===== src/rtl/fizzbuzz_line_formatter.sv =====
// fizzbuzz_line_formatter
//   Turns (value, fizz, buzz, fizzbuzz) tuples into ASCII text lines on a
//   valid/ready byte stream. Each line is "FizzBuzz", "Fizz", "Buzz" or the
//   unsigned decimal value, followed by an end-of-line. Tuples wait in a small
//   FIFO until the line engine picks them up.
//
//   Build option: define FIZZBUZZ_FMT_CRLF_EN to end lines with 0x0D 0x0A
//   instead of the single byte 0x0A. In both builds out_last marks the 0x0A.
//
// Ports
//   clk          clock, rising edge
//   resetn       synchronous active-low reset
//   in_valid     tuple present
//   in_ready     a tuple can be accepted (FIFO not full)
//   in_value     counter value, VAL_W bits (VAL_W <= 13, at most 4 digits)
//   in_fizz      value divisible by FIZZ
//   in_buzz      value divisible by BUZZ
//   in_fizzbuzz  value divisible by both
//   out_valid    out_data holds a byte
//   out_ready    sink accepts the byte
//   out_data     ASCII byte
//   out_last     final byte of a line
module fizzbuzz_line_formatter #(
  parameter int VAL_W      = 7,
  parameter int FIFO_DEPTH = 4
) (
  input  logic             clk,
  input  logic             resetn,
  input  logic             in_valid,
  output logic             in_ready,
  input  logic [VAL_W-1:0] in_value,
  input  logic             in_fizz,
  input  logic             in_buzz,
  input  logic             in_fizzbuzz,
  output logic             out_valid,
  input  logic             out_ready,
  output logic [7:0]       out_data,
  output logic             out_last
);

  localparam int AW = $clog2(FIFO_DEPTH);
  localparam logic [AW:0] FULL_CNT = (AW+1)'(FIFO_DEPTH);

  typedef enum logic [2:0] {
    S_IDLE,
    S_WORD,
    S_DIGITS,
`ifdef FIZZBUZZ_FMT_CRLF_EN
    S_CR,
`endif
    S_EOL
  } state_t;

`ifdef FIZZBUZZ_FMT_CRLF_EN
  localparam state_t S_EOL_FIRST = S_CR;
`else
  localparam state_t S_EOL_FIRST = S_EOL;
`endif

  // ---------------- tuple FIFO ----------------
  logic [VAL_W+2:0] mem [FIFO_DEPTH];
  logic [AW-1:0]    wr_ptr, rd_ptr;
  logic [AW:0]      count;
  logic             push, pop, empty;

  assign in_ready = resetn && (count != FULL_CNT);
  assign push     = in_valid && in_ready;
  assign empty    = (count == '0);

  always_ff @(posedge clk) begin
    if (push) mem[wr_ptr] <= {in_value, in_fizz, in_buzz, in_fizzbuzz};
  end

  always_ff @(posedge clk) begin
    if (!resetn) begin
      wr_ptr <= '0;
      rd_ptr <= '0;
      count  <= '0;
    end else begin
      if (push) wr_ptr <= wr_ptr + AW'(1);
      if (pop)  rd_ptr <= rd_ptr + AW'(1);
      case ({push, pop})
        2'b10:   count <= count + (AW+1)'(1);
        2'b01:   count <= count - (AW+1)'(1);
        default: count <= count;
      endcase
    end
  end

  // ---------------- head-of-FIFO decode ----------------
  logic [VAL_W+2:0] head;
  logic [13:0]      head_v;
  logic             head_fizz, head_buzz, head_fb, head_word;
  logic [2:0]       head_wstart, head_wend;
  logic [3:0]       head_dig [4];
  logic [1:0]       head_top;

  assign head      = mem[rd_ptr];
  assign head_v    = 14'(head[VAL_W+2:3]);
  assign head_fizz = head[2];
  assign head_buzz = head[1];
  assign head_fb   = head[0];
  assign head_word = head_fb || head_fizz || head_buzz;

  // "Fizz" and "Buzz" are the two halves of the "FizzBuzz" ROM, so a word is
  // just a start/end pointer pair into it.
  always_comb begin
    head_wstart = 3'd0;
    head_wend   = 3'd7;
    if (!head_fb) begin
      if (head_fizz) begin
        head_wstart = 3'd0;
        head_wend   = 3'd3;
      end else begin
        head_wstart = 3'd4;
        head_wend   = 3'd7;
      end
    end
  end

  always_comb begin
    head_dig[0] = 4'(head_v % 14'd10);
    head_dig[1] = 4'((head_v / 14'd10) % 14'd10);
    head_dig[2] = 4'((head_v / 14'd100) % 14'd10);
    head_dig[3] = 4'(head_v / 14'd1000);
    if      (head_v >= 14'd1000) head_top = 2'd3;
    else if (head_v >= 14'd100)  head_top = 2'd2;
    else if (head_v >= 14'd10)   head_top = 2'd1;
    else                         head_top = 2'd0;
  end

  // ---------------- line engine ----------------
  state_t     state, state_next;
  logic [2:0] word_ptr, word_end;
  logic [3:0] dig [4];
  logic [1:0] dig_ptr;
  logic       step;

  always_ff @(posedge clk) begin
    if (!resetn) state <= S_IDLE;
    else         state <= state_next;
  end

  always_comb begin
    state_next = state;
    pop        = 1'b0;
    step       = 1'b0;
    case (state)
      S_IDLE: if (!empty) pop = 1'b1;
      S_WORD: if (out_ready) begin
        if (word_ptr == word_end) state_next = S_EOL_FIRST;
        else                      step       = 1'b1;
      end
      S_DIGITS: if (out_ready) begin
        if (dig_ptr == 2'd0) state_next = S_EOL_FIRST;
        else                 step       = 1'b1;
      end
`ifdef FIZZBUZZ_FMT_CRLF_EN
      S_CR: if (out_ready) state_next = S_EOL;
`endif
      S_EOL: if (out_ready) begin
        if (!empty) pop        = 1'b1;
        else        state_next = S_IDLE;
      end
      default: state_next = S_IDLE;
    endcase
    // Loading from IDLE and from an accepted EOL share one path, which is
    // what makes back-to-back lines bubble-free.
    if (pop) state_next = head_word ? S_WORD : S_DIGITS;
  end

  always_ff @(posedge clk) begin
    if (pop) begin
      word_ptr <= head_wstart;
      word_end <= head_wend;
      dig      <= head_dig;
      dig_ptr  <= head_top;
    end else if (step) begin
      if (state == S_WORD) word_ptr <= word_ptr + 3'd1;
      else                 dig_ptr  <= dig_ptr - 2'd1;
    end
  end

  function automatic logic [7:0] word_char(input logic [2:0] i);
    case (i)
      3'd0:    return 8'h46;  // F
      3'd1:    return 8'h69;  // i
      3'd4:    return 8'h42;  // B
      3'd5:    return 8'h75;  // u
      default: return 8'h7A;  // z
    endcase
  endfunction

  // Outputs depend only on registers, so they hold while stalled.
  always_comb begin
    out_valid = (state != S_IDLE);
    out_last  = (state == S_EOL);
    out_data  = 8'h00;
    case (state)
      S_WORD:   out_data = word_char(word_ptr);
      S_DIGITS: out_data = {4'h3, dig[dig_ptr]};
`ifdef FIZZBUZZ_FMT_CRLF_EN
      S_CR:     out_data = 8'h0D;
`endif
      S_EOL:    out_data = 8'h0A;
      default:  out_data = 8'h00;
    endcase
  end

endmodule


===== config.mk =====
export PLATFORM = sky130hd
export DESIGN_NAME = fizzbuzz_line_formatter
export DESIGN_NICKNAME = d
export VERILOG_FILES = /design/src/rtl/fizzbuzz_line_formatter.sv
export SDC_FILE = /design/constraint.sdc
export NUM_CORES = 1
export LEC_CHECK = 0
export ABC_CLOCK_PERIOD_IN_PS = 5400
export CORE_ASPECT_RATIO = 1.1
export CORE_MARGIN = 5
export CORE_UTILIZATION = 42
export CTS_CLUSTER_DIAMETER = 200
export DETAILED_ROUTE_END_ITERATION = 7
export PLACE_DENSITY_LB_ADDON = 0.25
export SYNTH_ARGS = -nofsm -noshare
export SYNTH_HDL_FRONTEND = slang
export SYNTH_SLANG_ARGS = --single-unit

===== constraint.sdc =====
create_clock -name clk -period 5.4 [get_ports clk]
set_input_delay 0.81 -clock clk [delete_from_list [all_inputs] [get_ports clk]]
set_output_delay 0.81 -clock clk [all_outputs]
set_load 0.005 [all_outputs]

==> results of run 1 <==
[cell usage in the layout, fill, tap and decap left out, types with 2 or more instances in the layout]
| cell type | synthesis | layout |
|---|---|---|
| sky130_fd_sc_hd__clkdlybuf4s50_1 | 0 | 23 |
| sky130_fd_sc_hd__dfxtp_1 | 11 | 11 |
| sky130_fd_sc_hd__or2_4 | 2 | 2 |
| sky130_fd_sc_hd__mux4_2 | 10 | 10 |
| sky130_fd_sc_hd__clkinv_2 | 0 | 2 |
| sky130_fd_sc_hd__a22oi_1 | 2 | 2 |
| sky130_fd_sc_hd__mux2_2 | 3 | 3 |
| sky130_fd_sc_hd__nand2_1 | 17 | 17 |
| sky130_fd_sc_hd__a31oi_1 | 4 | 4 |
| sky130_fd_sc_hd__nor2_1 | 21 | 21 |
| sky130_fd_sc_hd__and2_1 | 2 | 2 |
| sky130_fd_sc_hd__bufinv_16 | 0 | 2 |
| sky130_fd_sc_hd__ha_1 | 17 | 17 |
| sky130_fd_sc_hd__a211oi_1 | 2 | 2 |
| sky130_fd_sc_hd__inv_1 | 22 | 22 |
| sky130_fd_sc_hd__nor3_1 | 6 | 5 |
| sky130_fd_sc_hd__nor3_2 | 1 | 2 |
| sky130_fd_sc_hd__nand2b_1 | 7 | 7 |
| sky130_fd_sc_hd__xor2_1 | 4 | 4 |
| sky130_fd_sc_hd__xnor2_1 | 6 | 6 |
| sky130_fd_sc_hd__a21oi_1 | 15 | 15 |
| sky130_fd_sc_hd__clkbuf_8 | 0 | 9 |
| sky130_fd_sc_hd__nand3_1 | 5 | 5 |
| sky130_fd_sc_hd__and3_1 | 6 | 6 |
| sky130_fd_sc_hd__edfxtp_1 | 55 | 55 |
| sky130_fd_sc_hd__nor2b_1 | 3 | 3 |
| sky130_fd_sc_hd__mux2i_1 | 5 | 5 |
| sky130_fd_sc_hd__o21ai_0 | 10 | 10 |
| sky130_fd_sc_hd__o31ai_1 | 3 | 3 |
[worst paths after layout]
check / startpoint / to / slack (ns) / cells past startpoint
min reg2reg: count[2]$_SDFFE_PN0P_ / count[2]$_SDFFE_PN0P_ / 0.52 / 2
max: resetn / in_ready / 2.20 / 4
min: count[2]$_SDFFE_PN0P_ / count[2]$_SDFFE_PN0P_ / 0.52 / 2
max reg2reg: flop / dig[10]$_DFFE_PP_ / 2.42 / 7
[registers in the layout, indices dropped and copies added, names as in the netlist, named ones only]
| signal | count |
|---|---|
| word_end | 1 |
| dig_ptr | 2 |
| wr_ptr | 2 |
| dig | 9 |
| state | 2 |
| count | 3 |
| rd_ptr | 2 |
| word_ptr | 3 |
| mem | 40 |
[routing by layer]
metal  global-route usage, %  part of all wire [%]  vias to the layer above
met3                   3.473                   3.5                       10
li1                        -                     -                     1058
met4                   5.793                   1.5                        0
met5                       0                     0                        -
met1                   15.38                    45                      985
met2                   19.42                    50                       37
[report_power, final]
group	switching (mW)	internal [mW]	leakage, nW	total (mW)
combinational	0.468	0.382	0.680	0.849
clock	0.176	0.257	0.104	0.432
sequential	0.0734	0.715	0.593	0.788
total	0.717	1.35	1.38	2.07
[critical path: stages]
cell and delay, ns:
sky130_fd_sc_hd__clkdlybuf4s50_1 0.45, sky130_fd_sc_hd__inv_1 0.14, sky130_fd_sc_hd__a31oi_1 0.39, sky130_fd_sc_hd__clkdlybuf4s50_1 0.59
[cell type report]
| class | instances | area, µm² | share of cell area (%) |
|---|---|---|---|
| flip-flops and latches | 66 | 1872 | 47.66 |
| clock buffers | 10 | 127.6 | 3.249 |
| well taps | 108 | 135.1 | 3.441 |
| multi-input cells | 175 | 1388 | 35.33 |
| repair buffers | 24 | 237.7 | 6.053 |
| inverters | 23 | 86.33 | 2.198 |
| clock inverters | 6 | 81.33 | 2.071 |
[through the flow]
step	setup WS (ns)	power (mW)	cell area, µm²
2_1_floorplan	2.393	1.449	3410
3_5_place_dp	2.178	1.662	3719
3_3_place_gp	2.278	1.649	3719
4_1_cts	2.200	2.104	3928
6_report	2.201	2.070	3928
5_1_grt	2.097	2.233	3928
[cells by family after synthesis]
| group | after synthesis | share of synthesized area, % |
|---|---|---|
| multiplexers | 18 | 9.064 |
| buffers and inverters | 35 | 4.550 |
| AO/OA/AOI/OAI | 52 | 10.68 |
| AND/OR/NAND/NOR | 76 | 11.30 |
| flip-flops | 66 | 54.90 |
| other | 1 | 0.1100 |
| adder cells (fa/ha/maj) | 18 | 6.826 |
| XOR/XNOR | 10 | 2.569 |
==> impl_results.md, run 1 <==
* Number of max-slew violations in the final report at 0
* Num Clock Sinks at 66
* Number of rows in the core area at 34
* Vias in the first global route at between 1.5k and 2k
* Final Setup Violations at 0
* Final period demand of the worst path at 3.199 ns
* Total of hold buffers inserted after clock tree synthesis at 0
* Die Width at 95.91 µm
* Post-CTS setup repair buffer count at 0
* Resized cells post-CTS at 0
* Clock tree from TritonCTS: built
* Number of antenna repair diodes at 0
* Cell with the most instances after synthesis: sky130_fd_sc_hd__edfxtp_1
* Number of distinct library cells after synthesis at 56
* Maximum resistive drop on vdd at 206.8 µV
* Hold crit path type: reg2reg
* Max-cap check violation count at 0
* CTS H-tree depth at 3
* Total number of vias at around 2.1k
* Startpoint kind of the worst setup timing path: primary input
* Non-filler instance count after layout at 412
* Sort of element at the end of the critical path: output pin
* Worst-case headroom to the max-slew limit at 54.94%
* Flip-flop cell with the highest count after synthesis: sky130_fd_sc_hd__edfxtp_1
* Util after Layout at 49.64%
* Endpoint required time on the critical path at 4.59 ns
* First-pass DRT Iterations at 5
* Class of the most critical setup path: in2out
* Hpwl dp at 4117 µm
* Largest cells by area after synthesis: sky130_fd_sc_hd__edfxtp_1 (48%), sky130_fd_sc_hd__mux4_2 (6.6%), sky130_fd_sc_hd__dfxtp_1 (6.5%)
* Cell Pwr Density at between 500 and 600 nW/µm²
* Final setup TNS at 0 ns
* Sequential cell area fraction in the yosys report at 54.90%
* Fmax at 312.6 MHz
* Initial antenna violation count at 0
* Proportion of register bits with asynchronous set or reset after synthesis at 0%
* Critical path peak fanout at 11
* Clk_skew at 0.008387 ns
* Warnings, synthesis at 0
* Synth Instances at 276
* Total overflow reported by the global router at 0
* Yosys top cell area share at 48.44%
* Die outline area at 10020 µm²
* Commonest cells post-synth: sky130_fd_sc_hd__edfxtp_1 (55), sky130_fd_sc_hd__inv_1 (22), sky130_fd_sc_hd__nor2_1 (21)
* Count of nets left with antenna violations after detail routing at 0
* Total routing usage reported by global routing at 12.31%
* Final hold slack at 0.5168 ns
* Clock slew at the register clock pins of the worst setup and hold paths at 0.07 ns
* Filler Cell Count at 720
* Detailed router's first-iteration violation count at ~150
* Mean area per synthesized cell at about 12 µm²
* Vias/cell at 5.073
* Status: complete, no violations
* Initial Util at 43.09%
* Number of synthesized flops with an enable pin at 55
* Final worst-path cycle share at 59.24%
* Final RePlAce weighted congestion at between 0.7 and 0.8
* Worst-Margin Slew at 0.6750 ns
* RSZ-0062 raised after global routing: false
* Pin count of the biggest net entering global routing at 23
* Post-Place Cells at 396
* Largest area contributor in the synthesized netlist: sky130_fd_sc_hd__edfxtp_1
* Buffers from clock root to sink, at most at 2
* Boundary Pins at 25
* Total DRC errors in the routed layout at 0
* Critical Path AT at 2.39 ns
* Synth Net Count at about 310
* Port Buf Inserts at 23
* Number of synthesized register bits at 66
* Area Growth Syn to Fin at 15.19%
* Post-synthesis instance area at about 3400 µm²
* Lkg Pwr at 1.377 nW
* Latest clock arrival within the worst-skew pair at between 0.3 and 0.4 ns
* Height of the die at 104.5 µm
* Routed wire length per instance at 13.94 µm
* Fraction of final layout cells sized beyond drive strength 1 at a little over an eighth
* Total length of routed wires at 5745 µm
* Final Hold Violating Endpoints at 0
* Area of the placeable core at around 8000 µm²
* CTS root buffer: sky130_fd_sc_hd__clkbuf_8
* Number of nets in the layout at about 330
* Number of buffers inserted during clock tree synthesis at 9
* Wire length of the first global-routing pass at roughly 9400 µm
No activity file was read; power rests on OpenSTA's default activity.
==> inputs of run 2 (changes only) <==
ABC_CLOCK_PERIOD_IN_PS = 3330   (was 5400)
clock period = 3.33 ns   (was 5.4 ns; I/O delays follow)
==> impl_results.md, run 2 (synthesized netlist as in run 1, its figures left out) <==
* Top metal layer carrying routed signals: met4
* Termination of the worst setup path: dig[11]$_DFFE_PP_
* Vias in the first global route at 2093 (+4.9%)
* Critical Path AT at 2.86 ns (+0.47 ns)
* Count of nets left with antenna violations after detail routing at 0 (unchanged)
* Worst-Margin Slew at 0.5631 ns (-0.1120 ns)
* Clock tree from TritonCTS: built
* Startpoint kind of the worst setup timing path: flop
* Flip-flop and latch area at 1872 µm² (unchanged)
* Total area of multi-input combinational cells at 1388 µm² (unchanged)
* CTS H-tree depth at 3 (unchanged)
* FF-to-FF End: dig[11]$_DFFE_PP_
* Commonest cells after routing, fill and taps aside: sky130_fd_sc_hd__edfxtp_1 (55), sky130_fd_sc_hd__clkdlybuf4s50_1 (23), sky130_fd_sc_hd__inv_1 (22)
* Number of buffers inserted during clock tree synthesis at 9 (unchanged)
* Met3 WL post-DR at 186 µm (-7.0%)
* Routed met1 length at 2697 µm (+5.4%)
* First-pass DRT Iterations at 4 (-1)
* Final Hold Violating Endpoints at 0 (unchanged)
* Largest Register: mem
* Class of the most critical setup path: reg2reg
* Lkg Pwr at 1.409 nW (+2.3%)
* Number of nets in the layout at 333 (+0.60%)
* Clock power frac at 23.4% (+2.5 points)
* Boundary Pins at 25 (unchanged)
* Port Buf Inserts at 23 (unchanged)
* Number of max-slew violations in the final report at 0 (unchanged)
* Hold crit path type: reg2reg
* Final critical-path setup slack at 0.5474 ns (-1.653 ns)
* Depth of the worst register-to-register path at 7 (unchanged)
* Slack of the worst reg-to-reg path at 0.55 ns (-1.87 ns)
* Final period demand of the worst path at about 2.8 ns
* Total length of routed wires at 5923 µm (+3.1%)
* Vias/cell at 5.208 (+2.7%)
* Final Setup Violations at 0 (unchanged)
* Resized cells post-CTS at 0 (unchanged)
* Num Clock Sinks at 66 (unchanged)
* Hpwl dp at 4270 µm (+3.7%)
* Total routing usage reported by global routing at 12.71% (+0.39 points)
* Final RePlAce weighted congestion at 0.7726 (+2.4%)
* Final setup TNS at 0 ns (unchanged)
* RSZ-0062 raised after global routing: false
* Number of rows in the core area at 34 (unchanged)
* Filler Cell Count at 703 (-2.4%)
* Cell area after layout at 3983 µm² (+1.4%)
* Maximum resistive drop on vdd at 390.1 µV (+89%)
* Number of antenna repair diodes at 0 (unchanged)
* Critical path peak fanout at 20 (+9)
* Fmax at 359.4 MHz
* Amount of wire on met2 after detailed routing at 2985 µm (+3.1%)
* Flop pwr share at 36.3% (-1.8 points)
* Switching part of the total power at 34.49% (-0.14 points)
* Status: complete, no violations
* Cell Pwr Density at 877.2 nW/µm² (+66%)
* Hold Path Origin: count[1]$_SDFFE_PN0P_
* Internal power contribution at 2.289 mW (+69%)
* Total power consumption of the routed design at 3.493 mW (+69%)
* Total DRC errors in the routed layout at 0 (unchanged)
* Largest regs: mem (40), dig (9)
* Routed wire length per instance at 14.31 µm (+2.6%)
* Post-CTS setup repair buffer count at 0 (unchanged)
* Initial antenna violation count at 0 (unchanged)
* Die outline area at 10020 µm² (unchanged)
* Net load switching power at 1.205 mW (+68%)
* Buffers from clock root to sink, at most at 2 (unchanged)
* Area of placed instances at 3734 µm² (+0.40%)
* Die Width at 95.91 µm (unchanged)
* Height of the die at 104.5 µm (unchanged)
* Initial Util at 43.09% (unchanged)
* Worst-case setup slack after placement at 0.3788 ns (-1.800 ns)
* Area of the placeable core at 7913 µm² (unchanged)
* Max-cap check violation count at 0 (unchanged)
* Fraction of final layout cells sized beyond drive strength 1 at 14.38% (+1.2 points)
* Latest clock arrival within the worst-skew pair at 0.33 ns (about the same)
* Total of hold buffers inserted after clock tree synthesis at 0 (unchanged)
* Detailed router's first-iteration violation count at 160 (+8.1%)
* Combinational Power Share at 40.3% (-0.7 points)
* CTS root buffer: sky130_fd_sc_hd__clkbuf_8
* Wire length of the first global-routing pass at 9839 µm (+4.9%)
* Pin count of the biggest net entering global routing at 22 (-4.3%)
* Sort of element at the end of the critical path: flop
* Util after Layout at 50.33% (+0.70 points)
* Worst-case headroom to the max-slew limit at 62.46% (+7.5 points)
* Final worst-path cycle share at 83.56%
* Clk_skew at 0.007266 ns (-0.001121 ns)
* Number of flip-flops under the largest register name at 40 (unchanged)
* Most common library cell in the layout ignoring fill and taps: sky130_fd_sc_hd__edfxtp_1
* Total overflow reported by the global router at 0 (unchanged)
* Clock slew at the register clock pins of the worst setup and hold paths at 0.08 ns (about the same)
* Area Growth Syn to Fin at 16.81%
* Total number of vias at 2156 (+3.2%)
* Endpoint required time on the critical path at 3.40 ns (-1.19 ns)
[run 2: cell types whose count changed in the layout (fill, tap and decap cells not counted), sizes merged]
cell and delta:
clkinvlp -1, buf +2, bufinv +1, clkinv -1
clkbuf -1, inv +2
[run 2: how the worst min path moves through the flow]
stage	depth (start not counted)	slack (ns)	to
after floorplan	2	0.47	count[2]$_SDFFE_PN0P_
after global placement	2	0.51	count[2]$_SDFFE_PN0P_
after detailed placement	2	0.51	count[1]$_SDFFE_PN0P_
after CTS	2	0.53	count[1]$_SDFFE_PN0P_
after global routing	2	0.58	count[1]$_SDFFE_PN0P_
final	2	0.53	count[1]$_SDFFE_PN0P_
[run 2: worst max-delay path: stages, from the launching register on]
cell	delay (ns)
sky130_fd_sc_hd__dfxtp_1	0.58
sky130_fd_sc_hd__mux4_2	0.76
sky130_fd_sc_hd__inv_1	0.22
sky130_fd_sc_hd__a21boi_0	0.11
sky130_fd_sc_hd__o211ai_1	0.18
sky130_fd_sc_hd__nand3_1	0.11
sky130_fd_sc_hd__ha_1	0.20
sky130_fd_sc_hd__o311a_1	0.37
[run 2: power groups by stage]
stage / registers, mW / clock network [mW] / logic [mW]
after floorplan: 1.24 / 0 / 1.11
after CTS: 1.28 / 0.835 / 1.42
after detailed placement: 1.29 / 0 / 1.41
after global placement: 1.29 / 0 / 1.39
after global routing: 1.30 / 0.867 / 1.60
final: 1.27 / 0.818 / 1.41
[run 2: through the flow]
step	hold WS (ns)	cells
after floorplan	0.4711	276
after global placement	0.5089	398
after detailed placement	0.5108	398
after CTS	0.5303	414
after global routing	0.5843	414
final	0.5268	414
[run 2: layout make-up]
cell class                      count  share of cell area (%)
Clock buffer                        9                   3.110
Clock inverter                      7                   3.142
Inverter                           23                   2.168
Multi-Input combinational cell    175                   34.84
Sequential cell                    66                   47.00
Tap cell                          108                   3.393
Timing Repair Buffer               26                   6.346
[run 2: routing by layer]
layer  vias to the layer above  GRT usage, %
met3                         6         2.388
li1                       1063             -
met5                         -             0
met4                         0         5.081
met2                        41         20.67
met1                      1046         16.49
